## src/rtl/systolic_pkg.sv

```systemverilog
// Shared definitions for the systolic array feeder.
// Holds the default array geometry (N lanes, DW-bit elements, K FIFO
// entries per tile), the element type and the tile loader state encoding.
package systolic_pkg;

   localparam int N  = 32;
   localparam int DW = 16;
   localparam int K  = 32;

   typedef logic [DW-1:0] elem_t;

   typedef enum logic [2:0] {
      ST_IDLE,
      ST_LOAD,
      ST_STREAM,
      ST_WAIT_DONE,
      ST_DONE
   } loader_state_e;

endpackage

```

## src/rtl/vec_stager.sv

```systemverilog
// One N-element staging buffer fed by a valid/ready stream.
// Ports:
//   clk, rst            clock and synchronous active-high reset
//   in_valid/in_ready   element handshake; in_ready is combinational
//   in_data             element written at the current index
//   clear               drops the full flag once the vector has been launched
//   full                all N elements staged, no further elements accepted
//   stage[0:N-1]        staged vector contents
module vec_stager #(
   parameter int N  = systolic_pkg::N,
   parameter int DW = systolic_pkg::DW
) (
   input  logic          clk,
   input  logic          rst,
   input  logic          in_valid,
   output logic          in_ready,
   input  logic [DW-1:0] in_data,
   input  logic          clear,
   output logic          full,
   output logic [DW-1:0] stage [0:N-1]
);

   localparam int IW = (N > 1) ? $clog2(N) : 1;
   localparam logic [IW-1:0] IDX_LAST = IW'(N - 1);

   logic [IW-1:0] idx_q, idx_d;
   logic          full_q, full_d;
   logic [DW-1:0] stage_q [0:N-1];
   logic [DW-1:0] stage_d [0:N-1];
   logic          accept;

   assign in_ready = !full_q && !rst;
   assign accept   = in_valid && in_ready;

   always_comb begin
      idx_d   = idx_q;
      full_d  = full_q;
      stage_d = stage_q;
      // clear only arrives while full, when nothing can be accepted
      if (clear) begin
         full_d = 1'b0;
      end
      if (accept) begin
         stage_d[idx_q] = in_data;
         if (idx_q == IDX_LAST) begin
            idx_d  = '0;
            full_d = 1'b1;
         end else begin
            idx_d = idx_q + IW'(1);
         end
      end
   end

   always_ff @(posedge clk) begin
      if (rst) begin
         idx_q   <= '0;
         full_q  <= 1'b0;
         stage_q <= '{default: '0};
      end else begin
         idx_q   <= idx_d;
         full_q  <= full_d;
         stage_q <= stage_d;
      end
   end

   assign full  = full_q;
   assign stage = stage_q;

endmodule

```

## src/rtl/systolic_tile_loader.sv

```systemverilog
// Tile launcher in front of systolic_control.
// Stages A and B vectors from two independent streams (double-buffered),
// then per tile: one-cycle load strobe, K+N-1 cycles of read_en to drain
// every staggered FIFO, wait for complete_flag, one-cycle tile_done.
// Ports:
//   clk, rst                      clock and synchronous active-high reset
//   a_valid/a_ready/a_data        A element stream
//   b_valid/b_ready/b_data        B element stream
//   A_in/B_in[0:N-1]              launched vectors, change only on launch
//   load, read_en                 FIFO parallel-load strobe and read enable
//   complete_flag                 array finished the current tile
//   busy, tile_done, tile_count   status
//
// state        | meaning
// ST_IDLE      | waiting for both staging vectors to be full
// ST_LOAD      | load strobe high, launched vectors presented
// ST_STREAM    | read_en high for K+N-1 cycles
// ST_WAIT_DONE | waiting for complete_flag
// ST_DONE      | tile_done pulse, tile_count already incremented
module systolic_tile_loader
   import systolic_pkg::*;
#(
   parameter int N  = systolic_pkg::N,
   parameter int DW = systolic_pkg::DW,
   parameter int K  = systolic_pkg::K
) (
   input  logic          clk,
   input  logic          rst,
   input  logic          a_valid,
   output logic          a_ready,
   input  logic [DW-1:0] a_data,
   input  logic          b_valid,
   output logic          b_ready,
   input  logic [DW-1:0] b_data,
   output logic [DW-1:0] A_in [0:N-1],
   output logic [DW-1:0] B_in [0:N-1],
   output logic          load,
   output logic          read_en,
   input  logic          complete_flag,
   output logic          busy,
   output logic          tile_done,
   output logic [15:0]   tile_count
);

   localparam int CW = $clog2(K + N);
   localparam logic [CW-1:0] STREAM_LAST = CW'(K + N - 2);

   loader_state_e state_q, state_d;
   logic [CW-1:0] cnt_q, cnt_d;
   logic [DW-1:0] a_in_q [0:N-1];
   logic [DW-1:0] a_in_d [0:N-1];
   logic [DW-1:0] b_in_q [0:N-1];
   logic [DW-1:0] b_in_d [0:N-1];
   logic          load_q, load_d;
   logic          read_en_q, read_en_d;
   logic          busy_q, busy_d;
   logic          tile_done_q, tile_done_d;
   logic [15:0]   tile_count_q, tile_count_d;

   logic [DW-1:0] a_stage [0:N-1];
   logic [DW-1:0] b_stage [0:N-1];
   logic          a_full, b_full;
   logic          launch;

   vec_stager #(.N(N), .DW(DW)) u_a_stager (
      .clk      (clk),
      .rst      (rst),
      .in_valid (a_valid),
      .in_ready (a_ready),
      .in_data  (a_data),
      .clear    (launch),
      .full     (a_full),
      .stage    (a_stage)
   );

   vec_stager #(.N(N), .DW(DW)) u_b_stager (
      .clk      (clk),
      .rst      (rst),
      .in_valid (b_valid),
      .in_ready (b_ready),
      .in_data  (b_data),
      .clear    (launch),
      .full     (b_full),
      .stage    (b_stage)
   );

   always_comb begin
      state_d      = state_q;
      cnt_d        = cnt_q;
      a_in_d       = a_in_q;
      b_in_d       = b_in_q;
      tile_count_d = tile_count_q;
      launch       = 1'b0;
      case (state_q)
         ST_IDLE: begin
            if (a_full && b_full) begin
               launch  = 1'b1;
               state_d = ST_LOAD;
               a_in_d  = a_stage;
               b_in_d  = b_stage;
            end
         end
         ST_LOAD: begin
            state_d = ST_STREAM;
            cnt_d   = '0;
         end
         ST_STREAM: begin
            // covers K pops plus the deepest stagger of N-1 cycles
            if (cnt_q == STREAM_LAST) begin
               state_d = ST_WAIT_DONE;
            end else begin
               cnt_d = cnt_q + CW'(1);
            end
         end
         ST_WAIT_DONE: begin
            if (complete_flag) begin
               state_d      = ST_DONE;
               tile_count_d = tile_count_q + 16'd1;
            end
         end
         ST_DONE: begin
            state_d = ST_IDLE;
         end
         default: begin
            state_d = ST_IDLE;
         end
      endcase

      // outputs registered from the next state so they line up with it
      load_d      = (state_d == ST_LOAD);
      read_en_d   = (state_d == ST_STREAM);
      tile_done_d = (state_d == ST_DONE);
      busy_d      = (state_d != ST_IDLE);
   end

   always_ff @(posedge clk) begin
      if (rst) begin
         state_q      <= ST_IDLE;
         cnt_q        <= '0;
         a_in_q       <= '{default: '0};
         b_in_q       <= '{default: '0};
         load_q       <= 1'b0;
         read_en_q    <= 1'b0;
         busy_q       <= 1'b0;
         tile_done_q  <= 1'b0;
         tile_count_q <= '0;
      end else begin
         state_q      <= state_d;
         cnt_q        <= cnt_d;
         a_in_q       <= a_in_d;
         b_in_q       <= b_in_d;
         load_q       <= load_d;
         read_en_q    <= read_en_d;
         busy_q       <= busy_d;
         tile_done_q  <= tile_done_d;
         tile_count_q <= tile_count_d;
      end
   end

   assign A_in       = a_in_q;
   assign B_in       = b_in_q;
   assign load       = load_q;
   assign read_en    = read_en_q;
   assign busy       = busy_q;
   assign tile_done  = tile_done_q;
   assign tile_count = tile_count_q;

endmodule
```

## config.mk

```make
export PLATFORM = sky130hd
export DESIGN_NAME = systolic_tile_loader
export DESIGN_NICKNAME = d
export VERILOG_FILES = /design/src/rtl/systolic_pkg.sv /design/src/rtl/vec_stager.sv /design/src/rtl/systolic_tile_loader.sv
export SDC_FILE = /design/constraint.sdc
export NUM_CORES = 2
export LEC_CHECK = 0
export BUFFER_PORTS_ARGS = -buffer_cell sky130_fd_sc_hd__buf_4
export CAP_MARGIN = 20
export CORE_AREA = 2 2 420 422
export CTS_CLUSTER_DIAMETER = 80
export DETAILED_ROUTE_END_ITERATION = 10
export DIE_AREA = 0 0 422 424
export GPL_TIMING_DRIVEN = 0
export PLACE_DENSITY = 0.63
export SYNTH_ARGS = -nofsm -noshare
export SYNTH_HDL_FRONTEND = slang
export SYNTH_SLANG_ARGS = --single-unit
```

## constraint.sdc

```tcl
create_clock -name clk -period 2.1 [get_ports clk]
set_input_delay 0.21 -clock clk [delete_from_list [all_inputs] [get_ports clk]]
set_output_delay 0.21 -clock clk [all_outputs]
set_load 0.03 [all_outputs]
```

======== Word-level counts from Yosys, hierarchy flattened ========
Cells that the tools add are included.
storage, ports and cells
  word-level logic and storage cells ...... 197
  output and inout bits ................... 1046
  flip-flop bits (word level) ............. 2089
cells by class
  mux-type cells .......................... 22
  $lt $le $gt $ge ......................... 4
  eq/ne operators ......................... 10
  add/sub/neg operators ................... 4
  reductions and logical operators ........ 16
  bitwise operators ....................... 2
operator list
  kind                     count
  $bwmux W512              2
  $demux W16 S5            2
  $mux W16                 2
  $add A16 B1 Y16 const B  1
  $ge A6 B6 Y1 const B     2
  $lt A6 B1 Y1 const B     2
  $not A5 Y6               2
  $pmux W3 S4              1
  $pmux W6 S2              1
  $add A5 B1 Y5 const B    2
  $eq A5 B5 Y1 const B     2
  $mux W5                  2
  $eq A3 B2 Y1 const B     3
  $mux W3                  3
  $mux W1                  8
  $logic_and A1 B1 Y1      7
  $add A6 B1 Y6 const B    1
  $eq A3 B1 Y1 const B     2
  $eq A6 B6 Y1 const B     1
  $mux W6                  1
  $reduce_and A2 Y1        3
  $eq A3 B3 Y1 const B     1
  $logic_not A1 Y1         3
  $logic_not A3 Y1         1
  3 further kinds          3

======== Logic depth before layout (Yosys ltp) ========
  depth in word-level cells ............... 6
  gate-level depth with buffers ........... 9

======== Cells and area by module ========
Synthesis repeated with hierarchy kept, for this count alone.
second synthesis, totals
  cells, all modules ...................... 9473
  area total of the unflattened synthesis .. 76729.8 um^2
by module, submodules not included
  module                   area each (um^2)  times used  seq. area each (um^2)  cells an instance
  systolic_tile_loader     36247.3           1           21080.2                4593
  vec_stager (u_a_stager)  20246.9           1           10369.9                2439
  vec_stager (u_b_stager)  20235.7           1           10369.9                2441

======== Least setup slack after synthesis ========
No wires, ideal clock.
  kind .................................... register -> register
  start ................................... register tile_count_q[3], in the netlist tile_count[3]
  end ..................................... register tile_count_q[15], in the netlist tile_count[15]
  arrival time ............................ 1.854 ns
  data required time ...................... 2.030 ns
  stages on the path, launching flop included .. 5
  slack ................................... 0.176 ns
  period minus slack after synthesis ...... 1.924 ns
  path buffers ............................ 0
  path through ............................ dfxtp_1 -> nand4_1 -> or4_1 -> or3_1 -> a21oi_1
between the ends
  longest elaborated chain between the ends .. 1
RTL lines
  item                    RTL line                     source
  from (decl)             systolic_tile_loader.sv:58   logic [15:0] tile_count_q, tile_count_d;
  from (signal assigned)  systolic_tile_loader.sv:156  tile_count_q <= tile_count_d;
  $add A16 B1 Y16         systolic_tile_loader.sv:118  tile_count_d = tile_count_q + 16'd1;
Every way passes these cells.
A chain may end at the register's enable or synchronous reset.

======== Worst setup path in the final report ========
  start ................................... register u_a_stager.idx_q[4]
  end ..................................... register u_a_stager.stage_q, in the netlist u_a_stager.stage[266]
between the ends
  longest elaborated chain between the ends .. 6
  elaborated cells between the ends (all ways) .. 7
  those cells by class .................... order compare (2); mux (3); bitwise (1); reduce/logical (1)
RTL lines
  item                                                                RTL line          source
  from (decl)                                                         vec_stager.sv:26  logic [IW-1:0] idx_q, idx_d;
  from (signal assigned)                                              vec_stager.sv:60  idx_q <= idx_d;
  $not A5 Y6 (not written as such) *                                  vec_stager.sv:44  stage_d[idx_q] = in_data;
  $ge A6 B6 Y1 (not written as such) or $lt A6 B1 Y1 (tied branches)  vec_stager.sv:44
  $logic_and A1 B1 Y1 (not written as such)                           vec_stager.sv:44
  $mux W16 (not written as such)                                      vec_stager.sv:44
  $demux W16 S5 *                                                     vec_stager.sv:44
  $bwmux W512 *                                                       vec_stager.sv:44
  to (signal assigned)                                                vec_stager.sv:62  stage_q <= stage_d;
  to (decl)                                                           vec_stager.sv:28  logic [DW-1:0] stage_q [0:N-1];
Mark *: on every way between the ends. The rest lies on a longest branch, timed or not.

==> impl_metrics.env <==
export IMPL_status="finished clean"
export IMPL_p_int_w=0.0624
export IMPL_clock_skew_ns=0.0481
export IMPL_grtUsageTotal_pct=31.7
export IMPL_period_share_pct=98.8
export IMPL_comb_power_share_pct=2.7
export IMPL_worst_slack_ns=0.0250
export IMPL_syn2layout_area_growth_pct=27.7
export IMPL_power_density_nw_per_um2=874
export IMPL_die_h_um=424
export IMPL_start_util_pct=41.4
export IMPL_worst_path_max_fanout=10
export IMPL_sw_frac_of_total_pct=22.8
export IMPL_ioPinCount=1083
export IMPL_async_reset_ff_share_pct=0
export IMPL_clock_path_buffers=3
export IMPL_fin_total_pwr_w=0.0809
export IMPL_critPathArrivalTime_ns=2.89
export IMPL_cts_root_buffer="clkbuf_16"
export IMPL_hp_start="rst"
export IMPL_finalSetupViolCount=0
export IMPL_cts_tree="done"
export IMPL_place_gp_congestion=0.910
export IMPL_synth_area_leaders="dfxtp_1 (58%), nand2_1 (21%), a21oi_1 (14%), clkbuf_1 (3.2%), nor2_1 (0.58%)"
export IMPL_crit_type="flop to flop"
export IMPL_die_x_um=422
export IMPL_num_vias=68800
export IMPL_min_path_type="input pin to flop"
export IMPL_fp_row_count=154
export IMPL_worst_pin_slew_ns=1.28
export IMPL_p_switching_w=0.0185
export IMPL_die_area_um2=179000
export IMPL_grt_setup_unrepaired="yes"
export IMPL_maxSlewViolCount=0
export IMPL_vias_per_cell=5.24
export IMPL_wire_per_inst_um=22.7
export IMPL_vdd_drop_max_mv=0.717
export IMPL_r2r_setup_slack_ns=0.02
export IMPL_antenna_found_initial=14
export IMPL_fin_nets=10700
export IMPL_synth_edff_count=0
export IMPL_grt_first_pass_wirelength_um=423000
export IMPL_holdWs_ns=0.109
export IMPL_fin_crit_ns=2.08
export IMPL_synthDistinctLibCells=52
export IMPL_drt_iter0_drc=5879
export IMPL_max_freq_mhz=482
export IMPL_reg2reg_depth=7
export IMPL_r2r_end="u_a_stager.stage[266]"
export IMPL_clkSinkCount=2089
export IMPL_synth_top_area_cell="dfxtp_1"
export IMPL_ctsHtreeMaxLevel=4
export IMPL_ys_seq_area_share_pct=57.7
export IMPL_setup_tns_ns=0
export IMPL_post_place_ws_ns=-1.95
export IMPL_worst_setup_path_start_kind="flop"
export IMPL_ys_ff_latch=2089
export IMPL_finalHoldViolations=0
export IMPL_hpwl_um=220000
export IMPL_grt_pass1_vias=64600
export IMPL_holdPathEnd="u_b_stager.stage[511]"
export IMPL_end_kind="flop"
export IMPL_r2r_start="u_a_stager.idx_q[4]"
export IMPL_p_leak_nw=33.1
export IMPL_coreArea_um2=175000
export IMPL_syn_nets=9339
export IMPL_seq_power_share_pct=49.1
export IMPL_layout_drive_gt1_share_pct=18.0
export IMPL_clkLatencyLatePin_ns=0.89
export IMPL_grt_max_degree=17
export IMPL_portBuffers=1082
export IMPL_drc=0
export IMPL_ant_nets=0
export IMPL_synth_avg_cell_area_um2=7.80
export IMPL_synth_main_ff_cell="dfxtp_1"
export IMPL_grt_overflow_total=0
export IMPL_dr_pass1_iters=6
export IMPL_numCtsBuffers=210
export IMPL_clkPwrFrac_pct=48.1
export IMPL_min_path_cells=6
export IMPL_path_clk_slew_ns=0.07
export IMPL_synth_top_cell_area_share_pct=57.7
export IMPL_crit_required_ns=2.92
export IMPL_max_cap_viol_count=0
export IMPL_synthCells=9289
export IMPL_slew_headroom_pct=14.6
export IMPL_routed_wl_um=298000
export IMPL_synth_area_um2=72400
export IMPL_postLayoutCoreUtil_pct=52.9
export IMPL_yosys_warnings=0
-- cells in the final DEF (no fill, tap or decap), types with 6 or more instances in the layout --
cell type	count
a21oi_1	2038
buf_1	12
buf_12	6
buf_2	70
buf_4	1134
buf_6	12
bufinv_16	15
clkbuf_1	374
clkbuf_16	212
clkbuf_2	186
clkbuf_4	39
clkbuf_8	57
clkinv_2	40
clkinvlp_4	8
dfxtp_1	2081
dfxtp_2	7
diode_2	6
dlygate4sd3_1	35
ha_1	10
inv_1	11
mux2i_1	33
nand2_1	4064
nand2_2	33
nand2b_1	8
nand3_1	9
nand4_1	9
nand4bb_1	7
nor2_1	60
nor2_2	6
nor2_4	45
nor3_1	7
o21ai_0	11
or3_1	7
xnor2_1	7
-- worst max-delay path by stage --
stage | from | endpoint | slack (ns) | cells after the start
detailed placement | rst | tile_count[14] | -1.95 | 7
global placement | rst | tile_count[14] | -2.51 | 7
CTS | u_b_stager.idx_q[0] | u_b_stager.stage[126] | -0.005 | 7
finish | u_a_stager.idx_q[4] | u_a_stager.stage[266] | 0.02 | 7
global route | u_a_stager.idx_q[2] | u_a_stager.stage[265] | -0.05 | 7
floorplan | tile_count[3] | tile_count[15] | 0.18 | 4
-- through the flow --
| step | cells | area (um2) |
|---|---|---|
| floorplan | 9289 | 72400 |
| global placement | 12700 | 83500 |
| detailed placement | 12700 | 83500 |
| CTS | 13100 | 91900 |
| global route | 13100 | 92500 |
| finish | 13100 | 92500 |
-- flip-flops by register name, summed over array words and instances (netlist names), 3 cells and up --
| register | count |
|---|---|
| cnt_q | 6 |
| A_in | 512 |
| u_a_stager.idx_q | 5 |
| u_a_stager.stage | 512 |
| tile_count | 16 |
| u_b_stager.idx_q | 5 |
| B_in | 512 |
| u_b_stager.stage | 512 |
| state_q | 3 |
-- logic make-up (layout without fill, tap and decap cells) --
| kind of cell | Yosys count | count (layout) | share of synthesized area (%) |
|---|---|---|---|
| AO/OA/AOI/OAI | 2066 | 2066 | 14.3 |
| other | 0 | 6 | 0 |
| AND/OR/NAND/NOR | 4334 | 4334 | 23.1 |
| XOR/XNOR | 12 | 12 | 0.145 |
| adder cells (fa/ha/maj) | 13 | 13 | 0.225 |
| multiplexers | 33 | 33 | 0.456 |
| buffers and inverters | 742 | 2234 | 4.01 |
| flip-flops | 2089 | 2089 | 57.7 |
-- cell usage after synthesis (11+ instances only) --
| master | number |
|---|---|
| nand2_1 | 4097 |
| dfxtp_1 | 2089 |
| a21oi_1 | 2038 |
| clkbuf_1 | 624 |
| nor2_1 | 111 |
| buf_2 | 83 |
| mux2i_1 | 33 |
| buf_1 | 22 |
| ha_1 | 13 |
| nand3_1 | 13 |
| nor3_1 | 12 |
| or3_1 | 12 |
| inv_1 | 11 |
| o21ai_0 | 11 |
-- per-layer routing --
| metal | global-route usage (%) | routed length (um) |
|---|---|---|
| met5 | 0 | 103 |
| met4 | 24.1 | 25500 |
| met2 | 52.0 | 138000 |
| met3 | 6.16 | 22000 |
| met1 | 36.6 | 112000 |
-- what timing repair did --
item / 4_1_cts / 5_1_grt
resized for setup: 380 / 229
buffers inserted: 11 / 32
endpoints found under the hold margin: 138 / 0
hold buffers: 35 / 0
gates cloned: 1 / 0
setup endpoints to repair: 2051 / 1214
pin swaps: 6 / 12
-- layout make-up --
| class | count | area [um2] |
|---|---|---|
| sequential | 2089 | 41800 |
| inverter | 11 | 41.3 |
| buffer | 667 | 3200 |
| fill | 16700 | 82500 |
| antenna | 6 | 15.0 |
| multi-input combinational | 6458 | 28300 |
| clock inverter | 80 | 998 |
| timing repair buffer | 1166 | 8940 |
| tap | 2340 | 2930 |
| clock buffer | 310 | 6190 |
-- critical path, cell delays in order (launching register included) --
cell      delay [ns]
dfxtp_2         0.41
clkbuf_4        0.27
nand3b_1        0.38
buf_4           0.25
nor2_4          0.17
clkbuf_2        0.28
nand2_1         0.09
a21oi_1         0.19
-- power by group through the flow --
stage	Combinational (W)	Clock, W	Sequential, W
floorplan	0.000941	0	0.0406
global placement	0.00202	0	0.0406
detailed placement	0.00205	0	0.0406
CTS	0.00214	0.0391	0.0397
global route	0.00228	0.0408	0.0397
finish	0.00222	0.0389	0.0397
No activity file was read; power rests on OpenSTA's default activity.
